[config.mk]
export PLATFORM = sky130hd
export DESIGN_NAME = vc_mem_req_arbiter_2port
export DESIGN_NICKNAME = d
export VERILOG_FILES = /design/src/rtl/vc_mem_req_arbiter_2port.sv
export SDC_FILE = /design/constraint.sdc
export NUM_CORES = 1
export LEC_CHECK = 0
export CORE_AREA = 2 2 96 98
export DETAILED_ROUTE_END_ITERATION = 7
export DIE_AREA = 0 0 98 100
export GPL_ROUTABILITY_DRIVEN = 0
export MAX_ROUTING_LAYER = met4
export PLACE_DENSITY = 0.69
export SLEW_MARGIN = 10
export SYNTH_ARGS = -nofsm -noshare
export SYNTH_HDL_FRONTEND = slang
export SYNTH_SLANG_ARGS = --single-unit
[constraint.sdc]
create_clock -name clk -period 2.6 [get_ports clk]
set_input_delay 0.52 -clock clk [delete_from_list [all_inputs] [get_ports clk]]
set_output_delay 0.52 -clock clk [all_outputs]
set_load 0.01 [all_outputs]
[src/rtl/vc_mem_req_arbiter_2port.sv]
// Two-requester round-robin arbiter in front of one val/rdy memory port.
// An ID FIFO tracks in-flight requests so responses are steered back in issue order.
module vc_mem_req_arbiter_2port #(
  parameter int p_addr_sz      = 8,
  parameter int p_data_sz      = 32,
  parameter int p_num_inflight = 2,
  localparam int LEN = $clog2(p_data_sz/8),
  localparam int REQ  = 1 + p_addr_sz + LEN + p_data_sz,
  localparam int RESP = 1 + LEN + p_data_sz
) (
  input  logic            clk,
  input  logic            reset,

  input  logic            memreq0_val,
  output logic            memreq0_rdy,
  input  logic [REQ-1:0]  memreq0_msg,
  output logic            memresp0_val,
  input  logic            memresp0_rdy,
  output logic [RESP-1:0] memresp0_msg,

  input  logic            memreq1_val,
  output logic            memreq1_rdy,
  input  logic [REQ-1:0]  memreq1_msg,
  output logic            memresp1_val,
  input  logic            memresp1_rdy,
  output logic [RESP-1:0] memresp1_msg,

  output logic            mem_memreq_val,
  input  logic            mem_memreq_rdy,
  output logic [REQ-1:0]  mem_memreq_msg,
  input  logic            mem_memresp_val,
  output logic            mem_memresp_rdy,
  input  logic [RESP-1:0] mem_memresp_msg
);

  localparam int PTR_W = (p_num_inflight > 1) ? $clog2(p_num_inflight) : 1;
  localparam int CNT_W = $clog2(p_num_inflight + 1);

  logic [p_num_inflight-1:0] id_q;
  logic [PTR_W-1:0]          wr_ptr, rd_ptr;
  logic [CNT_W-1:0]          count;
  logic                      prio;

  logic empty, full, head, pop, push, can_issue, grant0, grant1;

  function automatic logic [PTR_W-1:0] nxt(input logic [PTR_W-1:0] p);
    return (p == PTR_W'(p_num_inflight - 1)) ? '0 : p + 1'b1;
  endfunction

  assign empty = (count == '0);
  assign full  = (count == CNT_W'(p_num_inflight));
  assign head  = id_q[rd_ptr];

  // Response side: owner at the FIFO head gets the response; empty FIFO never stalls memory.
  assign mem_memresp_rdy = empty ? 1'b1 : (head ? memresp1_rdy : memresp0_rdy);
  assign pop             = mem_memresp_val & mem_memresp_rdy & !empty;
  assign memresp0_val    = !reset & mem_memresp_val & !empty & !head;
  assign memresp1_val    = !reset & mem_memresp_val & !empty &  head;
  assign memresp0_msg    = mem_memresp_msg;
  assign memresp1_msg    = mem_memresp_msg;

  // Request side: a slot freed by this cycle's pop may be reused immediately.
  assign can_issue      = !full | pop;
  assign grant1         = memreq1_val & (!memreq0_val | prio);
  assign grant0         = memreq0_val & !grant1;
  assign mem_memreq_val = !reset & (memreq0_val | memreq1_val) & can_issue;
  assign mem_memreq_msg = grant1 ? memreq1_msg : memreq0_msg;
  assign memreq0_rdy    = grant0 & can_issue & mem_memreq_rdy;
  assign memreq1_rdy    = grant1 & can_issue & mem_memreq_rdy;
  assign push           = mem_memreq_val & mem_memreq_rdy;

  always_ff @(posedge clk) begin
    if (reset) begin
      wr_ptr <= '0;
      rd_ptr <= '0;
      count  <= '0;
      prio   <= 1'b0;
    end else begin
      if (push) begin
        id_q[wr_ptr] <= grant1;
        wr_ptr       <= nxt(wr_ptr);
        prio         <= !grant1;
      end
      if (pop) rd_ptr <= nxt(rd_ptr);
      case ({push, pop})
        2'b10:   count <= count + 1'b1;
        2'b01:   count <= count - 1'b1;
        default: count <= count;
      endcase
    end
  end

  always_ff @(posedge clk) begin
    if (!reset) begin
      assert (!(mem_memresp_val && empty));
      assert (!$isunknown({memreq0_val, memreq1_val, memresp0_rdy, memresp1_rdy,
                           mem_memreq_rdy, mem_memresp_val}));
    end
  end

endmodule

* Yosys cells after proc, flatten, opt, wreduce, memory -nomap -nowiden
Index checks and enable logic that the tools add are counted.
** Storage, ports and cells
- Bits in registers :: 7
- Latch bits :: 0
- Bits in writable memories :: 0
- ROM bits :: 0
- Input port bits :: 129
- Output and inout bits :: 119
- Memories kept :: 0
** Cells by class
- $add $sub $neg :: 4
- Multipliers :: 0
- Divide/modulo/power cells :: 0
- Magnitude comparators :: 3
- Equal/unequal tests :: 3
- Shift-type cells :: 0
- Muxes and demuxes :: 11
- Bitwise gates (word level) :: 19
- Reduce and logical (&&, ||, !) cells :: 10
** Operators by type and width (number)
- 43-bit two-way mux :: 1
- 1-bit bitwise AND :: 15
- 1-bit two-way mux :: 7
- 1-bit logical NOT :: 6
- 2-bit equality test, second input constant :: 2
- 1-bit by 2-bit less-than comparator with 1-bit output, second input constant :: 2
- 2-bit one-hot mux with 2 select lines :: 1
- 1-bit OR :: 3
- 1-bit adder, second input constant :: 2
- 2-bit by 1-bit adder with 2-bit output, second input constant :: 1
- 2-bit bitwise mux :: 1
- 2-bit by 1-bit equality test with 1-bit output, second input constant :: 1
- 2-bit logical NOT :: 1
- 2-bit AND reduction :: 1
- 2-bit nonzero test :: 1
- 2-bit by 1-bit subtractor with 2-bit output, second input constant :: 1
- 1-bit demux with 1-bit select :: 1
- 1-bit greater-or-equal comparator, second input constant :: 1
- 1-bit logical AND :: 1
- 1-bit inverter :: 1

* Longest topological paths before layout
- Depth in word-level cells :: 11
- Depth in mapped cells :: 7
- Gate-level depth less buffers :: 7

* Worst setup path after synthesis
No wires, ideal clock.
- Path kind :: in2out
- Start point :: input port memreq0_val
- End point :: output port memreq0_rdy
- Arrival :: 1.593 ns
- Required time :: 2.080 ns
- Setup slack :: 0.487 ns
- Cell stages on the path :: 5
- Buffers on the path :: 1
- Cell sequence :: inv_1 -> o21ai_2 -> buf_2 -> inv_1 -> nor4_1
** Between the ends
- Cells in the longest elaborated chain, start to end :: 7
** Ends and longest elaborated chain
- from (decl) :: RTL line 14 : input logic memreq0_val,
- 1-bit logical NOT :: RTL line 64 : assign grant1 = memreq1_val & (!memreq0_val | prio);
- 1-bit OR :: RTL line 64
- 1-bit bitwise AND :: RTL line 64
- net grant1 :: RTL line 44 : logic empty, full, head, pop, push, can_issue, grant0, grant1;
- 1-bit logical NOT :: RTL line 65 : assign grant0 = memreq0_val & !grant1;
- 1-bit bitwise AND :: RTL line 65
- 1-bit bitwise AND (2 in a row) :: RTL line 68 : assign memreq0_rdy = grant0 & can_issue & mem_memreq_rdy;
- to (decl) :: RTL line 15 : output logic memreq0_rdy,
The timed path passes the listed nets, and every way through them passes these cells.

* Worst setup path after layout
- Start point :: input port memreq0_val
- End point :: output port mem_memreq_msg[12]
** Between the ends
- Cells in the longest elaborated chain, start to end :: 4
** Ends and longest elaborated chain
- 1-bit logical NOT :: RTL line 64
- 1-bit OR :: RTL line 64
- 1-bit bitwise AND :: RTL line 64
- 43-bit two-way mux :: RTL line 67 : assign mem_memreq_msg = grant1 ? memreq1_msg : memreq0_msg;
- to (decl) :: RTL line 30 : output logic [REQ-1:0] mem_memreq_msg,
No other way between the ends.

==> impl_metrics.ini <==
[sta]
tightest_slew_ns = 0.3300
rsz0062_at_grt = no
finalHoldViolations = 0
fmax_ghz = 0.3989
fin_crit_sh_pct = 96.41
final-max-slew-violation-count = 0
final.setup.worst_slack_ns = 0.09327
setup_tns_ns = 0
fin_worst_skew_ns = 0.001579
final-setup-viol-count = 0
whs_ns = 0.5013
slew_headroom_pct = 77.77
min_period_ns = 2.507

[cells_and_area]
nFillCells = 937
final_cells = 365
drive_above_1_share_pct = 27.17
layout_common_cells = 94 x clkdlybuf4s50_1, 47 x dlygate4sd2_1, 44 x mux2_2
final_nets = 385
n_antenna_cell = 0
area_growth_pct = 80.37
final_common_cell = clkdlybuf4s50_1
final_util_pct = 30.13

[min_path]
hold_depth = 2
hp-start = prio
holdPathEnd = prio
min_path_type = flop to flop

[setup_path]
cpMostUsedCell = dlygate4sd2_1
r2r_cells = 7
path_delay_family = buffers and inverters
startpoint_type = input pin
worstPathCellList = dlygate4sd2_1, inv_2, o21ai_4, buf_12, bufbuf_16, mux2_2, dlygate4sd2_1
slowest_delay_ns = 0.32
path_class = input pin to primary output
cpMaxStageDelayCell = mux2_2
reg2reg_slack_ns = 0.43
crit_path_end_kind = primary output
r2r_start = rd_ptr
cp.required_ns = 2.08
cp_data_arrival_time_ns = 1.99
path_max_fanout = 6
critPathBufInv = 5
reg2reg_to = count[1]

[floorplanning]
io_pins = 248
rows = 35
core_sq_um = 8890
die-area_sq_um = 9800
die_height_microns = 100
die_width_microns = 98
start_util_pct = 16.71

[cts]
cts_sinks = 7
clock_latency_ns = 0.22
root_buffer = clkbuf_8
htree_num_levels = 1
cts_made_buffers = 3
cts-hold-fix-buffers = 0
cts_tree = done
cts.clk_slew.worst_paths_ns = 0.04
cts.path.max_buffers = 2

[placed_design]
dp_cells = 357
pre_cts_slack_ns = -0.3266
port_buffers = 142
dp_hpwl_mm = 4.748

[power_and_ir_drop]
power_switching_uw = 203.1
p_clk_share_pct = 20.8
power.share.sequential_pct = 18.0
sw_frac_of_total_pct = 28.04
leakage_uw = 0.001093
p_comb_share_pct = 61.2
peakVddDrop_mv = 0.09858
power_density_nw_per_um2 = 270.4
intPower_uw = 521.3

[run_status]
run_status = completed

[drt]
drtPass1Iterations = 4
drc_errors = 0
drt_iter0_drc = 12
viasPerCell = 3.959
ant_nets = 0
wire_per_inst_microns = 15.54
vias = 1445
drt-total-wl_mm = 5.673

[grt]
gr-usage-met3_pct = 3.203
grt_pass1_wl_mm = 8.079
busiest_layer = met2
track_usage_pct = 10.92
antenna_found_initial = 0
first_global_vias = 1489
use_met2_pct = 20.39
overflow = 0
grt_max_degree = 17
grtUsageMet1_pct = 10.51

[logic_synthesis]
yosysWarnings = 0
netlist.area_leader.share_pct = 35.38
ys_ff_latch = 7
synth_top_cell_by_area = buf_4
synth_fp_nets = 299
yosysSeqAreaShare_pct = 10.78
avgSynthCellArea_sq_um = 8.788
yosys-top-cells-area = buf_4 35%, mux2_2 33%, dfxtp_1 6.7%
netlist_area_sq_um = 1485
synth_cell_types = 31
synth_cells = 169

[job]
drv_cap = 0
[timing repair]
item / 4_1_cts / 5_1_grt
setup buffers: 2 / 0
endpoints found under the setup margin: 46 / 0
gates resized for setup: 55 / 0
[cells by family (layout without fill, tap and decap cells)]
family	Yosys count	count (layout)	share of synthesized area [%]
buf+inv	80	165	38.25
mux	47	47	35.89
simple gates	21	21	7.079
compound gates	11	11	5.981
flops	7	7	10.78
xor+xnor	2	2	1.180
fa+ha+maj	1	1	0.8423
[sequential cells by signal (all words and copies together) (netlist names)]
register  count
prio          1
wr_ptr        1
rd_ptr        1
id_q          2
count         2
[worst register-to-register path, stage by stage (launching register included)]
cell and delay [ns]:
dfxtp_1 0.36, mux2i_2 0.28, mux2i_2 0.33, buf_4 0.18, o211ai_2 0.12, ha_1 0.34, or3_1 0.35, a21oi_1 0.13
[cells in the mapped netlist]
library cell   n
a21oi_1        2
a221oi_2       1
a41oi_1        1
and2_1         1
buf_2          4
buf_4         70
clkbuf_1       1
dfxtp_1        5
edfxtp_1       2
ha_1           1
inv_1          5
mux2_2        44
mux2i_1        1
mux2i_2        2
nand2_1        2
nand2b_1       2
nand4_1        1
nor2_1         8
nor2b_1        1
nor3_1         2
nor3b_1        1
nor4_1         1
o211ai_2       1
o21ai_0        3
o21ai_2        1
o21ba_2        1
o311ai_0       1
or2_1          1
or3_1          1
xnor2_1        1
xor2_1         1
[cell type report]
class                      count  area (sq um)  area share, %
clock buffer                   4         45.04          1.681
inverter                       5         18.77         0.7006
multi-input combinational     82         764.5          28.54
timing repair buffer         156          1551          57.92
tap                          111         138.9          5.184
sequential                     7         160.2          5.979
[per-layer routing]
layer	vias to the layer above	share of wire (%)	routed length, microns
li1	676	-	-
met1	646	33	1853
met2	101	55	3126
met3	22	9.4	532
met4	0	2.8	161
met5	-	0	0
[per-stage QoR]
stage	instance area (sq um)	power, uW
after floorplan	1485	404.4
after global routing	2679	774.5
after CTS	2679	738.0
after global placement	2591	593.7
final	2679	724.4
after detailed placement	2591	598.4
[worst max-delay path by stage]
stage,to,slack (ns),cells after the start,start
2_1_floorplan,memreq0_rdy,0.49,5,memreq0_val
3_3_place_gp,mem_memreq_msg[20],-0.33,6,memreq0_val
3_5_place_dp,mem_memreq_msg[9],-0.33,6,memreq0_val
4_1_cts,mem_memreq_msg[12],0.08,7,memreq0_val
5_1_grt,mem_memreq_msg[14],0.01,7,memreq0_val
6_report,mem_memreq_msg[12],0.09,7,memreq0_val
[power by group through the flow]
| stage | sequential [uW] | clock (uW) | combinational, uW |
|---|---|---|---|
| after floorplan | 130 | 0 | 275 |
| after detailed placement | 132 | 0 | 467 |
| final | 130 | 150 | 444 |
| after global routing | 132 | 165 | 477 |
| after CTS | 130 | 157 | 450 |
| after global placement | 131 | 0 | 462 |
No activity file was read; power rests on OpenSTA's default activity.
